## config.mk

```make
export PLATFORM = sky130hd
export DESIGN_NAME = program_loader
export DESIGN_NICKNAME = d
export VERILOG_FILES = /design/src/rtl/program_loader.sv
export SDC_FILE = /design/constraint.sdc
export NUM_CORES = 1
export LEC_CHECK = 0
export ABC_AREA = 1
export CAP_MARGIN = 20
export CORE_ASPECT_RATIO = 0.8
export CORE_UTILIZATION = 25
export DETAILED_ROUTE_END_ITERATION = 6
export HOLD_SLACK_MARGIN = 0.02
export PLACE_DENSITY_LB_ADDON = 0.08
export SKIP_LAST_GASP = 1
export SYNTH_ARGS = -nofsm -noshare
export SYNTH_HDL_FRONTEND = slang
export SYNTH_SLANG_ARGS = --single-unit
```

## constraint.sdc

```tcl
create_clock -name clk -period 1.9 [get_ports clk]
set_input_delay 0.38 -clock clk [delete_from_list [all_inputs] [get_ports clk]]
set_output_delay 0.38 -clock clk [all_outputs]
set_load 0.1 [all_outputs]
```

## src/rtl/program_loader.sv

```systemverilog
// Byte-stream bootloader: parses a length-prefixed, checksummed word stream,
// writes each assembled big-endian word into program memory and releases the core on success.
module program_loader #(
    parameter int MEMORY_DEPTH = 64,
    parameter int ADDR_WIDTH   = 6
) (
    input  logic        clk,
    input  logic        reset,
    input  logic        in_Start,
    input  logic        in_ByteValid,
    input  logic [7:0]  in_Byte_8,
    output logic        o_ByteReady,
    output logic        o_MemWrite,
    output logic [31:0] o_MemAddress_dw,
    output logic [31:0] o_MemData_dw,
    output logic        o_CoreReset,
    output logic        o_Busy,
    output logic        o_Done,
    output logic        o_Error
);

    localparam logic [15:0] MAX_LEN = 16'(MEMORY_DEPTH);

    typedef enum logic [2:0] {
        IDLE   = 3'd0,
        LEN_HI = 3'd1,
        LEN_LO = 3'd2,
        DATA   = 3'd3,
        CHECK  = 3'd4,
        DONE   = 3'd5,
        ERROR  = 3'd6
    } state_t;

    state_t                state;
    state_t                stateNext;
    logic [15:0]           wordCount;
    logic [ADDR_WIDTH-1:0] wordIndex;
    logic [1:0]            byteCount;
    logic [23:0]           wordShift;
    logic [7:0]            checksum;

    logic                  byteTake;
    logic                  lastWord;
    logic [15:0]           lenFull;
    logic [7:0]            checkSum;
    logic                  readyNext;
    logic                  busyNext;
    logic                  doneNext;
    logic                  errorNext;
    logic                  coreResetNext;

    assign byteTake = in_ByteValid & o_ByteReady;
    assign lenFull  = {wordCount[15:8], in_Byte_8};
    assign lastWord = (16'(wordIndex) == wordCount - 16'd1);
    assign checkSum = checksum + in_Byte_8;

    always_ff @(posedge clk or negedge reset) begin
        if (!reset) begin
            state           <= IDLE;
            wordCount       <= '0;
            wordIndex       <= '0;
            byteCount       <= '0;
            wordShift       <= '0;
            checksum        <= '0;
            o_ByteReady     <= 1'b0;
            o_MemWrite      <= 1'b0;
            o_MemAddress_dw <= '0;
            o_MemData_dw    <= '0;
            o_CoreReset     <= 1'b0;
            o_Busy          <= 1'b0;
            o_Done          <= 1'b0;
            o_Error         <= 1'b0;
        end else begin
            state       <= stateNext;
            o_ByteReady <= readyNext;
            o_Busy      <= busyNext;
            o_Done      <= doneNext;
            o_Error     <= errorNext;
            o_CoreReset <= coreResetNext;
            o_MemWrite  <= 1'b0;
            case (state)
                IDLE, DONE, ERROR: begin
                    if (in_Start) begin
                        wordCount <= '0;
                        wordIndex <= '0;
                        byteCount <= '0;
                        wordShift <= '0;
                        checksum  <= '0;
                    end
                end
                LEN_HI: if (byteTake) wordCount[15:8] <= in_Byte_8;
                LEN_LO: begin
                    if (byteTake) begin
                        wordCount[7:0] <= in_Byte_8;
                        wordIndex      <= '0;
                        byteCount      <= '0;
                    end
                end
                DATA: begin
                    if (byteTake) begin
                        checksum  <= checksum + in_Byte_8;
                        byteCount <= byteCount + 2'd1;
                        // Fourth byte completes the word: write it out next cycle.
                        if (byteCount == 2'd3) begin
                            o_MemWrite      <= 1'b1;
                            o_MemData_dw    <= {wordShift, in_Byte_8};
                            o_MemAddress_dw <= {30'(wordIndex), 2'b00};
                            wordIndex       <= wordIndex + 1'b1;
                        end else begin
                            wordShift <= {wordShift[15:0], in_Byte_8};
                        end
                    end
                end
                default: ;
            endcase
        end
    end

    always_comb begin
        stateNext = state;
        case (state)
            IDLE:   if (in_Start) stateNext = LEN_HI;
            LEN_HI: if (byteTake) stateNext = LEN_LO;
            LEN_LO: begin
                if (byteTake) begin
                    if (lenFull > MAX_LEN)      stateNext = ERROR;
                    else if (lenFull == 16'd0)  stateNext = CHECK;
                    else                        stateNext = DATA;
                end
            end
            DATA:   if (byteTake && byteCount == 2'd3 && lastWord) stateNext = CHECK;
            CHECK:  if (byteTake) stateNext = (checkSum == 8'h00) ? DONE : ERROR;
            DONE:   if (in_Start) stateNext = LEN_HI;
            ERROR:  if (in_Start) stateNext = LEN_HI;
            default: stateNext = IDLE;
        endcase
    end

    // Outputs are decoded from the next state so they register in step with it.
    always_comb begin
        readyNext     = 1'b0;
        busyNext      = 1'b0;
        doneNext      = 1'b0;
        errorNext     = 1'b0;
        coreResetNext = 1'b0;
        case (stateNext)
            LEN_HI, LEN_LO, DATA, CHECK: begin
                readyNext = 1'b1;
                busyNext  = 1'b1;
            end
            DONE: begin
                doneNext      = 1'b1;
                coreResetNext = 1'b1;
            end
            ERROR:   errorNext = 1'b1;
            default: ;
        endcase
    end

endmodule
```

==> reports/summary.md, run 1 <==
The placement row count is 47. The simple-gate share of the synthesized area was 0.232; the horizontal die dimension was 166 um. The clock root buffer is sky130_fd_sc_hd__clkbuf_16.

The tools report the number of antenna violations at the first check in global routing as 0. Walking the worst path, the cells encountered are ha_4, fa_2, nand2_2, nand2_2, nand3_2, nand2_1, nand2_1, nand2_2, nor2_1, nand2_1, nand2_1, nand2_1, nand2_1, nand2_1, nand3_2, nand2_2, nand2_1, nand2_1, nand2_1, inv_1. Each instance of the synthesized netlist takes up on average 7.98 um^2. Share of cell area taken by muxes after synthesis: 0. The tools report the number of clock sinks seen by CTS as 101. Along the worst path, the maximum fanout reaches 3. The most critical setup path has its endpoint at o_Busy. The run gives -1.37 ns as the summed negative setup slack over all endpoints.

The capturing element type of the critical path is a flip-flop. The class of the tightest hold or removal check is in -> async. The net count of the finished layout is 841. The final count of hold timing violations is 0, and the cell count after synthesis is 670. The worst register-to-register path begins at checksum[0]. The share of synthesized flip-flops with an asynchronous set or reset was 1.00; the first-pass detailed-route iteration total was 6.

The internal power of the cells totals 6.49 mW. In this design, the largest share of critical-path delay is due to simple AND/OR/NAND/NOR gates. The y dimension of the die was 133 um.

The logs give 0.651 mV for the highest ir drop seen on vdd and 0.473 for the proportion of synthesized chip area in sequential cells. The effective utilization at floorplan came out at 0.257. The commonest cells after synthesis are 139 x sky130_fd_sc_hd__nand2_1, 101 x sky130_fd_sc_hd__dfrtp_1, 94 x sky130_fd_sc_hd__inv_1, 66 x sky130_fd_sc_hd__nand3_1, 54 x sky130_fd_sc_hd__o21ai_0. Compared with the post-synthesis result, the final layout area differs by 49.0%. The switching share of power was 0.450. Total power for the finished layout comes to 11.8 mW.

The run gives 0.606 as the combinational cell fraction of total power. TritonCTS built the clock tree. The final estimated routing congestion in global placement is 0.843, and the total vias in the final route is 4,715.

The register bit count reported by yosys was 101. The repair_antennas step left the layout with diodes totalling 0. Tracing the worst setup path back leads to its startpoint at checksum[0]. The run finished, with violations left. The first global-routing pass estimated 25,100 um of wire. The cell with the biggest individual delay on the critical path is sky130_fd_sc_hd__dfrtp_1.

The via count of the first global-routing pass was 4,637; the fraction of the mapped netlist area in adder cells was 0.0309. The number of routed nets with antenna violations came out at 0. The share of layout cells above drive strength 1 was 0.318.

Final hold analysis gives a worst-case slack of 0.483 ns. The die covers 22,000 um^2. The tools report the final critical-path setup slack as -0.310 ns.

During placement, the flow inserted port buffers numbering 55. The number of placed I/O pins is 82. The clock transition at the registers of the reported paths was 0.08 ns; the data arrival time of the critical path was 2.47 ns. After detailed routing, the average wire length per cell comes to 14.8 um. In the synthesized netlist the dominant register cell turns out to be sky130_fd_sc_hd__dfrtp_1.

Largest family of logic cells by synthesized area: simple AND/OR/NAND/NOR gates. The run gives 0.150 as the overall fraction of global-route tracks in use. The reported leakage power is 3.78 nW, and the xor-xnor portion of the synthesized cell area is 0.0147.

The cell depth of the worst flop-to-flop path is 20, and the violation count after the first detailed-route iteration is 290. The pre-CTS setup slack is -0.863 ns, and the clock share of power is 0.163. Timing would allow up to 453 MHz. The endpoint of the worst register-to-register path was o_Busy. For the final database, setup skew stands at 0.0105 ns. The number of enable flip-flop cells after synthesis came out at 0. The tools report the startpoint type of the worst setup path as a flip-flop.

The power density normalized to cell area was 1480 nW/um^2. Ranked by total cell area, the synthesized netlist is headed by sky130_fd_sc_hd__dfrtp_1 47%, sky130_fd_sc_hd__nand2_1 9.8%, sky130_fd_sc_hd__inv_1 6.6%. The tools report the number of warning messages in the yosys log as 0. In this run the deepest clock path goes through 2 buffers. For the worst setup path, the data required time is 2.16 ns.

The core area was 20,800 um^2. The number of buffer and inverter stages on the critical path was 1. The switching power was 5.30 mW. Entering global routing, the biggest net connects 62 pins. After detailed routing, the number of remaining DRC violations is 6.

In this design, the critical path's most frequently occurring cell is sky130_fd_sc_hd__nand2_1. The time the final worst path needs with I/O delays and setup is 2.21 ns, and the share of the clock period used by the worst path after layout is 1.16. The checks that failed: design-rule violations, negative setup slack. The area share of the leading cell type in the synthesized netlist was 0.473; the post-synthesis cell area was 5350 um^2.

Number of failing setup endpoints in the final timing report: 6. Setup repair after global routing could not meet its margin everywhere. The total count of max-transition violations in the final report was 0. Summed over all layers, the global routing overflow is 0. The total length of routed wires was 16,100 um; the average vias per placed instance was 4.32. For this run, the slowest stage of the critical path takes 0.41 ns.

After synthesis, the netlist uses 38 different library cells. The area fraction in compound gates after synthesis is 0.120. Total clock buffers created by CTS: 9. The register share of total power was 0.231. The critical path runs through a total of 20 cells.

Summed over all instances, the cell type with the most area after synthesis is sky130_fd_sc_hd__dfrtp_1. Clock latency on the worst-skew pair, taken at its later pin, is 0.37 ns. The HPWL after detailed placement was 11,100 um. The H-tree generated during clock tree synthesis spans 3 levels.

Among all cell types in the netlist, the one instantiated most often is sky130_fd_sc_hd__nand2_1. Setup slack on the worst reg-to-reg path comes out at -0.31 ns. The kind of critical path was reg -> reg. The tools report the count of maximum capacitance violations as 0.
[cell families after synthesis]
kind of cell	Yosys count
flops	101
other cells	1
simple gates	276
fa+ha+maj	12
xor+xnor	9
buf+inv	152
compound gates	119
[how the worst min path moves through the flow]
stage,start,end,cells past startpoint
after floorplan,reset,byteCount[0],0
after global placement,reset,o_MemAddress_dw[2],1
after detailed placement,reset,o_MemAddress_dw[3],1
after CTS,reset,o_MemAddress_dw[3],2
after global routing,reset,o_MemWrite,2
final,reset,wordShift[21],2
[layer usage]
layer / vias up / share of wire / GRT usage
met5: - / 0 / 0
li1: 2392 / - / -
met4: 0 / 0.0061 / 0.0333
met3: 7 / 0.036 / 0.0354
met1: 2242 / 0.51 / 0.225
met2: 74 / 0.44 / 0.215
[stage by stage]
step	cell area, um^2	util	std cells
after floorplan	5460	-	695
after global placement	7070	0.340	1049
after detailed placement	7070	0.340	1049
after CTS	7510	0.361	1073
after global routing	7970	0.383	1091
final	7970	0.383	1091
[power groups by stage]
| stage | Combinational [mW] | Sequential [mW] | Clock, mW |
|---|---|---|---|
| after global placement | 5.58 | 2.72 | 0 |
| after global routing | 7.82 | 2.77 | 2.06 |
| final | 7.14 | 2.73 | 1.92 |
| after floorplan | 3.50 | 2.79 | 0 |
| after detailed placement | 5.58 | 2.72 | 0 |
| after CTS | 6.02 | 2.69 | 1.99 |
[cells in the final DEF (no fill, tap or decap), types with 3 or more instances in the layout]
master / instances
sky130_fd_sc_hd__a21oi_1: 10
sky130_fd_sc_hd__buf_12: 44
sky130_fd_sc_hd__buf_4: 92
sky130_fd_sc_hd__buf_6: 8
sky130_fd_sc_hd__clkbuf_16: 12
sky130_fd_sc_hd__clkdlybuf4s50_1: 6
sky130_fd_sc_hd__conb_1: 26
sky130_fd_sc_hd__dfrtp_1: 97
sky130_fd_sc_hd__dfrtp_2: 3
sky130_fd_sc_hd__ha_1: 6
sky130_fd_sc_hd__ha_4: 4
sky130_fd_sc_hd__inv_1: 91
sky130_fd_sc_hd__inv_2: 12
sky130_fd_sc_hd__nand2_1: 129
sky130_fd_sc_hd__nand2_2: 14
sky130_fd_sc_hd__nand3_1: 54
sky130_fd_sc_hd__nand3_2: 13
sky130_fd_sc_hd__nand4_1: 5
sky130_fd_sc_hd__nor2_1: 26
sky130_fd_sc_hd__nor2_2: 14
sky130_fd_sc_hd__nor2_4: 7
sky130_fd_sc_hd__nor3_2: 5
sky130_fd_sc_hd__o21ai_0: 53
sky130_fd_sc_hd__o21ai_1: 31
sky130_fd_sc_hd__o21ai_2: 9
sky130_fd_sc_hd__o22ai_1: 4
sky130_fd_sc_hd__xor2_1: 7
[area by class of cell]
class	count	area (um^2)
well taps	269	337
clock buffers	9	225
inverters	104	390
repair buffers	159	1880
clock inverters	7	78.8
multi-input cells	442	2520
flip-flops and latches	101	2530
fillers	2175	12900
[flip-flops by register name, indices dropped and copies added, names as in the netlist]
| name | count |
|---|---|
| o_MemData_dw | 32 |
| wordShift | 24 |
| wordCount | 16 |
| checksum | 8 |
| o_MemAddress_dw | 6 |
| wordIndex | 6 |
| state | 3 |
| byteCount | 2 |
| o_Busy | 1 |
| o_Done | 1 |
| o_Error | 1 |
| o_MemWrite | 1 |
[worst reg2reg max path, cell delays in order, from the launching register on]
cell                      delay, ns
sky130_fd_sc_hd__dfrtp_1       0.41
sky130_fd_sc_hd__ha_4          0.18
sky130_fd_sc_hd__fa_2          0.39
sky130_fd_sc_hd__nand2_2       0.08
sky130_fd_sc_hd__nand2_2       0.06
sky130_fd_sc_hd__nand3_2       0.07
sky130_fd_sc_hd__nand2_1       0.05
sky130_fd_sc_hd__nand2_1       0.08
sky130_fd_sc_hd__nand2_2       0.05
sky130_fd_sc_hd__nor2_1        0.08
sky130_fd_sc_hd__nand2_1       0.08
sky130_fd_sc_hd__nand2_1       0.08
sky130_fd_sc_hd__nand2_1       0.05
sky130_fd_sc_hd__nand2_1       0.07
sky130_fd_sc_hd__nand2_1       0.06
sky130_fd_sc_hd__nand3_2       0.07
sky130_fd_sc_hd__nand2_2       0.06
sky130_fd_sc_hd__nand2_1       0.06
sky130_fd_sc_hd__nand2_1       0.05
sky130_fd_sc_hd__nand2_1       0.05
sky130_fd_sc_hd__inv_1         0.03
[repair_timing]
action,CTS,global route
gates resized for setup,11,68
endpoints found under the hold margin,22,0
pin swaps,7,24
hold buffers,1,0
setup endpoints to repair,10,51
gates cloned,1,4
setup buffers,6,16
(Power assumes the default switching activity.)
==> run 2, diff against run 1 <==
- CTS_CLUSTER_DIAMETER: unset -> 80
==> results of run 2 <==
Final layout, timing and power as in run 1 (identical DEF).
==> run 3, diff against run 2 <==
- CAP_MARGIN: 20 -> 0
==> results of run 3 <==
Final layout, timing and power as in run 1 (identical DEF).
